$ cat src/rtl/friscv_pkg.sv
// Shared RISC-V decode definitions: datapath defaults, base opcodes and instruction formats.
package friscv_pkg;

  localparam int ARCH          = 32;
  localparam int REGFILE_DEPTH = 32;

  localparam logic [6:0] REG       = 7'b0110011;
  localparam logic [6:0] IMM_ARITH = 7'b0010011;
  localparam logic [6:0] IMM_LOAD  = 7'b0000011;
  localparam logic [6:0] IMM_JUMP  = 7'b1100111;
  localparam logic [6:0] STORE     = 7'b0100011;
  localparam logic [6:0] BRANCH    = 7'b1100011;
  localparam logic [6:0] U_L_LOAD  = 7'b0110111;
  localparam logic [6:0] U_AUIPC   = 7'b0010111;
  localparam logic [6:0] JUMP      = 7'b1101111;

  typedef enum logic [2:0] {
    FMT_NONE,
    FMT_R,
    FMT_I,
    FMT_S,
    FMT_B,
    FMT_U,
    FMT_J
  } instr_fmt_t;

  // Unlisted opcodes map to FMT_NONE, which the decoder treats as illegal.
  function automatic instr_fmt_t fmt_of(input logic [6:0] op);
    instr_fmt_t f;
    case (op)
      REG:                           f = FMT_R;
      IMM_ARITH, IMM_LOAD, IMM_JUMP: f = FMT_I;
      STORE:                         f = FMT_S;
      BRANCH:                        f = FMT_B;
      U_L_LOAD, U_AUIPC:             f = FMT_U;
      JUMP:                          f = FMT_J;
      default:                       f = FMT_NONE;
    endcase
    return f;
  endfunction

endpackage

$ cat src/rtl/imm_gen.sv
// Combinational immediate extraction; builds a sign-extended 32-bit value, then widens to ARCH.
module imm_gen
  import friscv_pkg::*;
#(
  parameter int ARCH = friscv_pkg::ARCH
) (
  input  logic [31:0]     instr,
  input  instr_fmt_t      fmt,
  output logic [ARCH-1:0] imm
);

  logic [31:0] imm32;
  logic        unused_opcode;

  assign unused_opcode = ^instr[6:0];

  always_comb begin
    imm32 = '0;
    case (fmt)
      FMT_I:   imm32 = {{20{instr[31]}}, instr[31:20]};
      FMT_S:   imm32 = {{20{instr[31]}}, instr[31:25], instr[11:7]};
      FMT_B:   imm32 = {{20{instr[31]}}, instr[7], instr[30:25], instr[11:8], 1'b0};
      FMT_U:   imm32 = {instr[31:12], 12'b0};
      FMT_J:   imm32 = {{12{instr[31]}}, instr[19:12], instr[20], instr[30:21], 1'b0};
      default: imm32 = '0;
    endcase
  end

  // ARCH-31 is at least 1, so this replication is never empty for 32 or 64.
  assign imm = {{(ARCH-31){imm32[31]}}, imm32[30:0]};

endmodule

$ cat src/rtl/decode_stage.sv
// Single-entry registered decode stage with valid/ready handshake on both sides.
module decode_stage
  import friscv_pkg::*;
#(
  parameter int ARCH          = friscv_pkg::ARCH,
  parameter int REGFILE_DEPTH = friscv_pkg::REGFILE_DEPTH,
  localparam int RW           = $clog2(REGFILE_DEPTH)
) (
  input  logic            clk,
  input  logic            rst,
  input  logic            flush_in,
  input  logic            instr_valid_in,
  output logic            instr_ready_out,
  input  logic [31:0]     instr_in,
  input  logic [ARCH-1:0] pc_in,
  output logic            dec_valid_out,
  input  logic            dec_ready_in,
  output logic [6:0]      op_code_out,
  output logic [2:0]      func3_out,
  output logic [6:0]      func7_out,
  output logic [RW-1:0]   rs1_out,
  output logic [RW-1:0]   rs2_out,
  output logic [RW-1:0]   rd_out,
  output logic [ARCH-1:0] imm_out,
  output logic [ARCH-1:0] pc_out,
  output instr_fmt_t      fmt_out,
  output logic            illegal_out
);

  instr_fmt_t      raw_fmt, fmt_d;
  logic            use_rd, use_rs1, use_rs2, use_f7;
  logic            bad_reg, illegal_d, accept;
  logic [2:0]      func3_d;
  logic [6:0]      func7_d;
  logic [RW-1:0]   rs1_d, rs2_d, rd_d;
  logic [ARCH-1:0] imm_d;

  assign instr_ready_out = !dec_valid_out || dec_ready_in;
  assign accept          = instr_valid_in && instr_ready_out && !flush_in;

  always_comb begin
    raw_fmt = (instr_in[1:0] == 2'b11) ? fmt_of(instr_in[6:0]) : FMT_NONE;
    use_rd  = raw_fmt inside {FMT_R, FMT_I, FMT_U, FMT_J};
    use_rs1 = raw_fmt inside {FMT_R, FMT_I, FMT_S, FMT_B};
    use_rs2 = raw_fmt inside {FMT_R, FMT_S, FMT_B};
    use_f7  = (raw_fmt == FMT_R);
    // RV32E only has x0..x15; any used index reaching x16+ is illegal.
    bad_reg = (REGFILE_DEPTH == 16) && ((use_rd && instr_in[11]) ||
                                        (use_rs1 && instr_in[19]) ||
                                        (use_rs2 && instr_in[24]));
    illegal_d = (raw_fmt == FMT_NONE) || bad_reg;
    fmt_d     = illegal_d ? FMT_NONE : raw_fmt;
    rd_d      = (!illegal_d && use_rd)  ? instr_in[7 +: RW]  : '0;
    rs1_d     = (!illegal_d && use_rs1) ? instr_in[15 +: RW] : '0;
    rs2_d     = (!illegal_d && use_rs2) ? instr_in[20 +: RW] : '0;
    func3_d   = (!illegal_d && use_rs1) ? instr_in[14:12]    : '0;
    func7_d   = (!illegal_d && use_f7)  ? instr_in[31:25]    : '0;
  end

  imm_gen #(
    .ARCH (ARCH)
  ) u_imm_gen (
    .instr (instr_in),
    .fmt   (fmt_d),
    .imm   (imm_d)
  );

  always_ff @(posedge clk or posedge rst) begin
    if (rst) begin
      dec_valid_out <= 1'b0;
      op_code_out   <= '0;
      func3_out     <= '0;
      func7_out     <= '0;
      rs1_out       <= '0;
      rs2_out       <= '0;
      rd_out        <= '0;
      imm_out       <= '0;
      pc_out        <= '0;
      fmt_out       <= FMT_NONE;
      illegal_out   <= 1'b0;
    end else if (flush_in) begin
      dec_valid_out <= 1'b0;
    end else if (accept) begin
      dec_valid_out <= 1'b1;
      op_code_out   <= instr_in[6:0];
      func3_out     <= func3_d;
      func7_out     <= func7_d;
      rs1_out       <= rs1_d;
      rs2_out       <= rs2_d;
      rd_out        <= rd_d;
      imm_out       <= imm_d;
      pc_out        <= pc_in;
      fmt_out       <= fmt_d;
      illegal_out   <= illegal_d;
    end else if (dec_ready_in) begin
      dec_valid_out <= 1'b0;
    end
  end

endmodule

$ cat config.mk
export PLATFORM = sky130hd
export DESIGN_NAME = decode_stage
export DESIGN_NICKNAME = d
export VERILOG_FILES = /design/src/rtl/friscv_pkg.sv /design/src/rtl/imm_gen.sv /design/src/rtl/decode_stage.sv
export SDC_FILE = /design/constraint.sdc
export NUM_CORES = 1
export LEC_CHECK = 0
export ABC_AREA = 1
export BUFFER_PORTS_ARGS = -buffer_cell sky130_fd_sc_hd__buf_2
export CAP_MARGIN = 40
export CORE_MARGIN = 3
export CORE_UTILIZATION = 53
export CTS_BUF_LIST = sky130_fd_sc_hd__clkbuf_4 sky130_fd_sc_hd__clkbuf_8 sky130_fd_sc_hd__clkbuf_16
export DETAILED_ROUTE_END_ITERATION = 8
export HOLD_SLACK_MARGIN = 0.12
export PLACE_DENSITY = 0.86
export SLEW_MARGIN = 0
export SYNTH_ARGS = -nofsm -noshare
export SYNTH_HDL_FRONTEND = slang
export SYNTH_SLANG_ARGS = --single-unit
$ cat constraint.sdc
create_clock -name clk -period 9.92 [get_ports clk]
set_input_delay 2.48 -clock clk [delete_from_list [all_inputs] [get_ports clk]]
set_output_delay 2.48 -clock clk [all_outputs]
set_load 0.03 [all_outputs]
==> impl_metrics.xml <==
<?xml version="1.0" encoding="UTF-8"?>
<metrics>
  <group name="setup_path">
    <metric name="cell_count_of_the_worst_reg_to_reg_path" unit="">10</metric>
    <metric name="worstPathCellList" unit="">buf_2 -&gt; nor2_1 -&gt; inv_1 -&gt; buf_2</metric>
    <metric name="setup.worst_path.start_class" unit="">input pin</metric>
    <metric name="crit_type" unit="">in2out</metric>
    <metric name="critical_path_peak_fanout" unit="">2</metric>
    <metric name="cp_num_buf_inv" unit="">3</metric>
    <metric name="crit_slowest_cell" unit="">sky130_fd_sc_hd__nor2_1</metric>
    <metric name="cp_common_cell" unit="">sky130_fd_sc_hd__buf_2</metric>
    <metric name="worstReg2RegEnd" unit="">func3_out[1]$_DFFE_PP0P_</metric>
    <metric name="r2r_start" unit="">dec_valid_out$_DFFE_PP0P_</metric>
    <metric name="timing.critical_path.to_type" unit="">primary output</metric>
    <metric name="worst_path_dominant_cell_family" unit="">buffers and inverters</metric>
    <metric name="cpPeakStageDelay" unit="ns">0.21</metric>
    <metric name="endpoint" unit="">instr_ready_out</metric>
    <metric name="worstPathRequired" unit="ns">7.44</metric>
    <metric name="ff2ff_setup_slack" unit="ns">7.30</metric>
    <metric name="path_depth" unit="">4</metric>
    <metric name="worst_setup_path_startpoint" unit="">dec_ready_in</metric>
    <metric name="cp_data_arrival_time" unit="ns">3.04</metric>
  </group>
  <group name="timing">
    <metric name="final.period_utilization" unit="">0.557</metric>
    <metric name="post-route-min-period" unit="ns">5.52</metric>
    <metric name="timing.clock.skew" unit="ns">0.0105</metric>
    <metric name="tightestPinTransition" unit="ns">0.784</metric>
    <metric name="fmax" unit="MHz">181</metric>
    <metric name="grt_setup_unrepaired" unit="">no</metric>
    <metric name="final_worst_hold_slack" unit="ns">0.477</metric>
    <metric name="setup_total_negative_slack" unit="ns">0</metric>
    <metric name="maxSlewViolCount" unit="">0</metric>
    <metric name="max_slew_margin" unit="">0.477</metric>
    <metric name="hold_violations" unit="">0</metric>
    <metric name="setup_viol" unit="">0</metric>
  </group>
  <group name="route">
    <metric name="avgViaCountPerCell" unit="">5.18</metric>
    <metric name="wl_per_cell" unit="µm">14.6</metric>
    <metric name="detail_route.wirelength" unit="µm">11800</metric>
    <metric name="dr_total_vias" unit="">4185</metric>
    <metric name="drtPass1Iterations" unit="">4</metric>
    <metric name="ant_nets" unit="">0</metric>
    <metric name="detailedRoute.firstIterationViolations" unit="">159</metric>
    <metric name="post-route-drc-count" unit="">0</metric>
  </group>
  <group name="yosys">
    <metric name="post_synth_num_cell_types" unit="">21</metric>
    <metric name="yosysSeqAreaShare" unit="">0.569</metric>
    <metric name="netlist_instances" unit="">544</metric>
    <metric name="synth-warning-count" unit="">0</metric>
    <metric name="synth.top_cells.by_area" unit="">sky130_fd_sc_hd__dfrtp_1 (57%), sky130_fd_sc_hd__nand2_1 (22%), sky130_fd_sc_hd__nand3_1 (6.3%), sky130_fd_sc_hd__o21ai_0 (2.5%), sky130_fd_sc_hd__o211ai_1 (1.7%)</metric>
    <metric name="synth.avg_cell_area" unit="µm²">8.16</metric>
    <metric name="synth_fp_nets" unit="">618</metric>
    <metric name="netlist.area_leader.share" unit="">0.569</metric>
    <metric name="synthesis.area" unit="mm²">0.00444</metric>
    <metric name="ys_seq_elements" unit="">101</metric>
    <metric name="synth_top_area_cell" unit="">sky130_fd_sc_hd__dfrtp_1</metric>
  </group>
  <group name="clock_tree">
    <metric name="count_of_cells_resized_by_post_cts_repair" unit="">0</metric>
    <metric name="tritoncts_buffers" unit="">9</metric>
    <metric name="clockRootBuffer" unit="">sky130_fd_sc_hd__clkbuf_8</metric>
    <metric name="cts_max_level" unit="">3</metric>
    <metric name="clock_path_buffers" unit="">2</metric>
    <metric name="post-cts-setup-buffers" unit="">0</metric>
    <metric name="clock_latency" unit="ns">0.37</metric>
    <metric name="cts_hold_buffers" unit="">0</metric>
    <metric name="tritoncts" unit="">built</metric>
    <metric name="clk_transition_reported_paths" unit="ns">0.10</metric>
    <metric name="sink_count_of_the_clock_tree" unit="">101</metric>
  </group>
  <group name="min_path">
    <metric name="hp-start" unit="">op_code_out[1]$_DFFE_PP0P_</metric>
    <metric name="holdCritPathClass" unit="">reg2reg</metric>
  </group>
  <group name="power_and_ir_drop">
    <metric name="vdd_ir_drop_max" unit="mV">0.0930</metric>
    <metric name="post_layout_power" unit="mW">0.898</metric>
    <metric name="cellPowerDensity" unit="mW/mm²">161</metric>
    <metric name="static-leakage-power" unit="nW">3.39</metric>
  </group>
  <group name="die">
    <metric name="std_cell_rows" unit="">32</metric>
    <metric name="i_o_pins" unit="">171</metric>
    <metric name="floorplan.die.width" unit="µm">97.5</metric>
    <metric name="start_util" unit="">0.560</metric>
    <metric name="fp.coreArea" unit="mm²">0.00793</metric>
    <metric name="fp.dieArea" unit="mm²">0.00951</metric>
    <metric name="die_y" unit="µm">97.5</metric>
  </group>
  <group name="placement">
    <metric name="dpl_cell_area" unit="mm²">0.00538</metric>
    <metric name="detailed_place_hpwl" unit="µm">8550</metric>
    <metric name="port_buffers" unit="">170</metric>
    <metric name="gpl.final_weighted_congestion" unit="">0.825</metric>
  </group>
  <group name="cells_and_area">
    <metric name="core_utilization_of_the_finished_layout" unit="">0.702</metric>
    <metric name="most-common-layout-cells" unit="">sky130_fd_sc_hd__nand2_1 (264), sky130_fd_sc_hd__buf_2 (170), sky130_fd_sc_hd__dfrtp_1 (101)</metric>
    <metric name="antenna_cells_inserted" unit="">0</metric>
    <metric name="flow.area_growth_from_synthesis" unit="%">25.4</metric>
    <metric name="final_nets" unit="">775</metric>
    <metric name="layout_commonest_cell" unit="">sky130_fd_sc_hd__nand2_1</metric>
    <metric name="layout-drive-gt1-share" unit="">0.293</metric>
    <metric name="stdcell_area" unit="mm²">0.00557</metric>
  </group>
  <group name="grt">
    <metric name="grt_start_max_net_pins" unit="">82</metric>
    <metric name="antenna_found_initial" unit="">0</metric>
    <metric name="globalRouteTotalUtil" unit="">0.257</metric>
    <metric name="global_route_wire_length_before_repair" unit="µm">19900</metric>
    <metric name="grt_pass1_vias" unit="">4128</metric>
    <metric name="gr-total-overflow" unit="">0</metric>
  </group>
  <group name="outcome">
    <metric name="outcome" unit="">complete, no violations</metric>
  </group>
  <group name="job">
    <metric name="cap_violations" unit="">0</metric>
  </group>
</metrics>
## power breakdown
part           switching, mW  total [mW]  internal [mW]  leakage, nW
logic                  0.133       0.184         0.0512         1.96
registers             0.0161       0.459          0.443         1.34
clock network          0.157       0.256         0.0984       0.0958
total                  0.306       0.898          0.592         3.39
## cells in the mapped netlist (all sizes together)
master	count
nand2	269
dfrtp	101
buf	14
inv	25
a21oi	1
nor2	16
nand3	57
clkbuf	15
nand3b	1
o21ai	24
nand4	5
o211ai	10
ha	5
nor3	1
## layer usage
layer  up-vias  GRT usage  routed length [µm]
met5         -          0                   0
met1      1955      0.348                4970
li1       2029          -                   -
met3        28     0.0481                 846
met4         0      0.101                 289
met2       173      0.412                5720
## flip-flops by register name, indices dropped and copies added, names as in the netlist
register	cells
fmt_out	3
dec_valid_out	1
rs2_out	5
illegal_out	1
rs1_out	5
func7_out	7
pc_out	32
rd_out	5
imm_out	32
func3_out	3
op_code_out	7
## layout make-up
cell class              instances  area [µm²]
flip-flops and latches        101        2530
clock inverters                 7        67.6
inverters                      25        97.6
fillers                       671        2360
well taps                     102         128
repair buffers                175         928
multi-input cells             389        1700
clock buffers                   9         124
## worst min path at each step
stage                                       endpoint  slack (ns)  depth (start not counted)
after global placement        pc_out[17]$_DFFE_PP0P_        0.45                          2
after global routing          pc_out[19]$_DFFE_PP0P_        0.50                          2
after detailed placement  op_code_out[1]$_DFFE_PP0P_        0.45                          2
after CTS                 op_code_out[1]$_DFFE_PP0P_        0.48                          2
after floorplan               pc_out[10]$_DFFE_PP0P_        0.66                          2
final                     op_code_out[1]$_DFFE_PP0P_        0.48                          2
## cells by family after synthesis
group	Yosys count	share of synthesized area
and+or+nand+nor	349	0.321
DFF	101	0.569
buffers and inverters	54	0.0504
AOI/OAI and AO/OA	35	0.0451
adders and majority gates	5	0.0141
## worst min-delay path: stages, from the launching register on
cell and delay [ns]:
sky130_fd_sc_hd__dfrtp_1 0.35, sky130_fd_sc_hd__nand2_1 0.05, sky130_fd_sc_hd__nand2_1 0.04
## stage by stage
step	cells	setup slack [ns]
after floorplan	544	4.65
after global placement	790	4.41
after detailed placement	792	4.39
after CTS	808	4.39
after global routing	808	4.33
final	808	4.40
Note: power is estimated with default switching activity, not from simulation.
